--- config.mk ---
export PLATFORM = sky130hd
export DESIGN_NAME = regfile_wb_flat
export DESIGN_NICKNAME = d
export VERILOG_FILES = /design/src/rtl/regfile_wb_if.sv /design/src/rtl/regfile_wb.sv /design/src/flat_wrapper.sv
export SDC_FILE = /design/constraint.sdc
export NUM_CORES = 2
export LEC_CHECK = 0
export CAP_MARGIN = 20
export CELL_PAD_IN_SITES_DETAIL_PLACEMENT = 0
export CELL_PAD_IN_SITES_GLOBAL_PLACEMENT = 1
export CORE_ASPECT_RATIO = 1.25
export CORE_MARGIN = 2
export CORE_UTILIZATION = 30
export CTS_BUF_LIST = sky130_fd_sc_hd__clkbuf_4 sky130_fd_sc_hd__clkbuf_8 sky130_fd_sc_hd__clkbuf_16
export DETAILED_ROUTE_END_ITERATION = 10
export PLACE_DENSITY = 0.64
export SLEW_MARGIN = 20
export SYNTH_ARGS = -nofsm -noshare
export SYNTH_HDL_FRONTEND = slang
export SYNTH_SLANG_ARGS = --single-unit
--- constraint.sdc ---
create_clock -name clk -period 2.69 [get_ports clk]
set_input_delay 0.538 -clock clk [delete_from_list [all_inputs] [get_ports clk]]
set_output_delay 0.538 -clock clk [all_outputs]
set_load 0.02 [all_outputs]
--- src/rtl/regfile_wb_if.sv ---
// Writeback-stage and decode read-port bundle for the architectural register file.
// The pipeline side is the master; the register file is the slave.
interface regfile_wb_if #(
  parameter int DATA_W = 32,
  parameter int AW     = 5
);
  logic              regwriteW;
  logic              memtoregW;
  logic [AW-1:0]     writeregW;
  logic [DATA_W-1:0] aluoutW;
  logic [DATA_W-1:0] readdataW;
  logic [AW-1:0]     ra1D;
  logic [AW-1:0]     ra2D;
  logic [DATA_W-1:0] rd1D;
  logic [DATA_W-1:0] rd2D;
  logic [DATA_W-1:0] resultW;

  modport master (
    output regwriteW, memtoregW, writeregW, aluoutW, readdataW, ra1D, ra2D,
    input  rd1D, rd2D, resultW
  );

  modport slave (
    input  regwriteW, memtoregW, writeregW, aluoutW, readdataW, ra1D, ra2D,
    output rd1D, rd2D, resultW
  );
endinterface

--- src/rtl/regfile_wb.sv ---
// MIPS architectural register file at the MEM/WB boundary: result select, posedge
// commit, r0 hardwired to zero, and same-cycle write-to-read bypass on both read ports.
module regfile_wb #(
  parameter int DATA_W = 32,
  parameter int NREGS  = 32
) (
  input logic         clk,
  input logic         reset,
  regfile_wb_if.slave wb
);
  localparam int AW = $clog2(NREGS);

  logic [DATA_W-1:0] regs [NREGS];
  logic [DATA_W-1:0] result;
  logic              we_eff;

  assign result     = wb.memtoregW ? wb.readdataW : wb.aluoutW;
  assign wb.resultW = result;

  // Reset gates the enable so the bypass is suppressed while the array is being cleared.
  assign we_eff = wb.regwriteW && (wb.writeregW != '0) && !reset;

  always_ff @(posedge clk) begin
    if (reset) begin
      for (int i = 0; i < NREGS; i++) begin
        regs[i] <= '0;
      end
    end else if (we_eff) begin
      regs[wb.writeregW] <= result;
    end
  end

  always_comb begin
    wb.rd1D = '0;
    if (wb.ra1D != '0) begin
      if (we_eff && (wb.ra1D == wb.writeregW)) begin
        wb.rd1D = result;
      end else begin
        wb.rd1D = regs[wb.ra1D];
      end
    end
  end

  always_comb begin
    wb.rd2D = '0;
    if (wb.ra2D != '0) begin
      if (we_eff && (wb.ra2D == wb.writeregW)) begin
        wb.rd2D = result;
      end else begin
        wb.rd2D = regs[wb.ra2D];
      end
    end
  end

  logic [AW-1:0] unused_aw;
  assign unused_aw = '0;
endmodule

--- src/flat_wrapper.sv ---
// flat-port wrapper written by rule: the top's interface ports become plain ports
module regfile_wb_flat 
#(
  parameter int DATA_W = 32,
  parameter int NREGS  = 32
)
  (clk, reset, wb_regwriteW, wb_memtoregW, wb_writeregW, wb_aluoutW, wb_readdataW, wb_ra1D, wb_ra2D, wb_rd1D, wb_rd2D, wb_resultW);
  regfile_wb_if #(.DATA_W(DATA_W), .AW(5)) wb_i ();
  input logic clk;
  input logic reset;
  input wire logic [$bits(wb_i.regwriteW)-1:0] wb_regwriteW;
  input wire logic [$bits(wb_i.memtoregW)-1:0] wb_memtoregW;
  input wire logic [$bits(wb_i.writeregW)-1:0] wb_writeregW;
  input wire logic [$bits(wb_i.aluoutW)-1:0] wb_aluoutW;
  input wire logic [$bits(wb_i.readdataW)-1:0] wb_readdataW;
  input wire logic [$bits(wb_i.ra1D)-1:0] wb_ra1D;
  input wire logic [$bits(wb_i.ra2D)-1:0] wb_ra2D;
  output wire logic [$bits(wb_i.rd1D)-1:0] wb_rd1D;
  output wire logic [$bits(wb_i.rd2D)-1:0] wb_rd2D;
  output wire logic [$bits(wb_i.resultW)-1:0] wb_resultW;
  assign wb_i.regwriteW = wb_regwriteW;
  assign wb_i.memtoregW = wb_memtoregW;
  assign wb_i.writeregW = wb_writeregW;
  assign wb_i.aluoutW = wb_aluoutW;
  assign wb_i.readdataW = wb_readdataW;
  assign wb_i.ra1D = wb_ra1D;
  assign wb_i.ra2D = wb_ra2D;
  assign wb_rd1D = wb_i.rd1D;
  assign wb_rd2D = wb_i.rd2D;
  assign wb_resultW = wb_i.resultW;
  regfile_wb #(.DATA_W(DATA_W), .NREGS(NREGS)) u_core (.clk(clk), .reset(reset), .wb(wb_i));
endmodule
==> results summary <==
The flow ran to the end, but the final reports show violations. The final reports fail on setup timing. For this run, the share of the core covered by cells in the final layout is 40.4%. The post-synthesis sequential element count came out at 1,024. The tool flagged a number of max-cap violations equal to 0. The detailed-route wire length per cell came out at 30.6 um. The number of nets with antenna violations after routing is 0. The final instance area is 0.0719 sq mm. The post-route fraction of the period consumed by the critical path came out at 113%. The number of flip-flops under the largest register name is 1,024. Summed over all layers, the global routing overflow is 0. STA classifies the critical path endpoint as an output port. The number of H-tree branching levels is 3. STA classifies the critical path startpoint as a flop.

The total number of nets in the final design came out at 4,734. The clock-pin slew on the worst setup and hold paths is 0.06 ns. The core area came out at 0.178 sq mm. At the worst endpoint, the arrival time is 2.51 ns. The part of the total power dissipated in the clock network is 36.8%. The switching component of the power is 11,300 uW. The part of the Yosys area used for sequential elements came out at 57.2%. The wire length reported by the detailed router is 217,000 um. The post-detailed-route via-to-cell ratio came out at 5.63.

Counting flops with a built-in enable in the synthesized netlist gives 1,024. 179 I/O pins were placed. The leakage power figure came out at 0.0261 uW.

The count of buffers added on input and output ports is 178. The sequential fraction of design power is 44.8%. The initial antenna violation count is 10. The worst-case clock buffer depth is 3. Headroom to the max-slew limit came out at 45.4%. The top achievable clock speed is 328 MHz. For this run, the leading register cell type out of synthesis is edfxtp_1. The die covers 0.183 sq mm. The largest stage delay on the critical path is 0.48 ns. The average size of a mapped cell came out at 13.1 sq um. In the synthesized netlist the async set-or-reset flop fraction comes to 0%.

The synthesized instance count is 4,096. The cell area after placement came out at 0.0644 sq mm. The highest net fanout along the worst path came out at 2. The top-area cell type share of the netlist area is 57.2%. The die extent in y is 477 um. The design internal power came out at 30,800 uW. Net switching is 26.8% of the power. The clock root buffer master is clkbuf_16. The worst slack at placement is -0.909 ns.

The total count of hold-check failures in the final report is 0. The worst path in the final design needs a cycle of 3.05 ns, including I/O delays and setup. The max-slew violation count is 0. The first-pass GRT wire length is 301,000 um. The number of sinks driven by the clock tree came out at 1,024. The largest registers in the layout are u_core.regs (1024). The post-route netlist has 36.9% of its cells at a drive strength greater than 1. Per report_power, the combinational group accounts for 18.4% of the total. The CTS tree is done. Setup repair after global routing could not meet its margin everywhere. Among all cell types in the netlist, the one instantiated most often is nor2_1. The worst vdd rail ir drop came out at 561 uV. The signal on the critical path passes through mux4_2 -> a22o_1 -> o21ai_1 -> buf_4 -> a31oi_4 -> buf_12.

The growth of design area from synthesis to finish is 33.6%. The number of warnings issued by yosys is 0. Entering global routing, the biggest net connects 57 pins.

After synthesis, the cell types taking the most area are edfxtp_1 (57%), mux4_2 (13%), nor2_1 (7.4%). The DRC violations left is 0. The initial utilization of the core area, before any placement, comes to 30.2%. The cell area power density is 586 mW/mm^2. The via count of the first global-routing pass came out at 41.2k. The min-delay analysis places its worst path in the category primary input to flop.

The total of endpoints with negative setup slack in the final report came out at 64. The total routing usage reported by global routing is 23.1%. The commonest cells after synthesis are nor2_1 (1,062), edfxtp_1 (1,024), mux4_2 (317), mux2i_1 (305), clkbuf_1 (304). The final setup slack of the worst path is -0.358 ns.

The detailed router placed 40.0k vias in this run. The cell area after technology mapping came out at 0.0538 sq mm. The number of CTS-inserted buffers is 101.

The chip width is 383 um. The category of the most critical setup path is flop to output port. The iteration-0 DRC count of the detailed router came out at 4,377. The first-pass detailed-route iteration total came out at 6. The final-layout setup total negative slack is -15.36 ns.

The final weighted congestion in routability-driven placement came out at 0.887. The row count is 173. The tightest hold margin came out at 0.372 ns. The cell taking the most area after synthesis is edfxtp_1.

The detailed-placement wirelength estimate came out at 143,000 um. More flip-flops sit in one register than any other, and that register is u_core.regs. At the worst endpoint, the required time is 2.15 ns. Among all stages on the critical path, the largest delay is contributed by mux4_2. The number of distinct library cells after synthesis is 48. The slew at the pin closest to its max-slew limit is 0.819 ns.
==> power groups by stage <==
stage	combinational [uW]	sequential [uW]	clock (uW)
CTS	7470	18800	15700
floorplan	3410	19000	0
finish	7770	18900	15500
detailed placement	6750	19200	0
global placement	6750	19100	0
global route	8030	18900	16200
==> worst paths after layout <==
check	from	to	depth (start not counted)
setup / recovery	u_core.regs[24][20]	wb_rd2D[20]	6
hold / removal	reset	u_core.regs[0][30]	2
==> area by class of cell <==
class,instances,area (sq um)
sequential,1024,30700
timing repair buffer,858,10800
multi-input combinational,2633,23700
inverter,33,124
clock buffer,111,2620
clock inverter,76,932
tap,2362,2960
fill,16500,106000
antenna,2,5.00
==> cells by family after synthesis <==
group	after synthesis	share of synthesized area, %
AOI/OAI and AO/OA	602	8.04
DFF	1024	57.2
muxes	749	21.6
buffers and inverters	471	3.88
other	1	0.00697
xor gates and xnor gates	10	0.163
and+or+nand+nor	1239	9.14
==> routing by layer <==
metal  vias to the layer above  GRT usage (%)  part of all wire (%)
met3                       464           3.99                   7.9
met5                         -              0                0.0032
met2                      1976           39.3                    50
met4                         2           10.4                   4.2
met1                     20900           28.7                    38
li1                      16700              -                     -
==> metrics by stage <==
step	power, uW	cells
6_report	42100	7099
2_1_floorplan	22400	4127
5_1_grt	43200	7098
4_1_cts	42000	7079
3_5_place_dp	25900	6835
3_3_place_gp	25900	6835
==> worst max-delay path: cells and delay by family, from the launching register on <==
family	cells	cell delay, ns
compound gates	3	0.50
flops	1	0.42
mux	1	0.48
buf+inv	2	0.36
==> what timing repair did <==
action                                  CTS  global route
pin swaps                               203           149
endpoints found under the setup margin   69            70
gates cloned                             21             6
resized for setup                       449           164
setup buffers                            66            23
hold buffers                              0             0
==> cell usage in the layout, fill, tap and decap left out, drive strengths merged, types with 35 or more instances in the layout <==
master	Yosys	final
nor2	1062	1062
edfxtp	1024	1024
nor3	35	35
clkdlybuf4s50	0	95
mux2	127	127
clkbuf	304	120
o22ai	62	62
a21oi	66	66
o21ai	127	127
buf	134	744
inv	33	40
a22o	156	156
mux2i	305	305
nand2	68	68
clkinv	0	44
a22oi	62	62
mux4	317	317
Note: power is estimated with default switching activity, not from simulation.
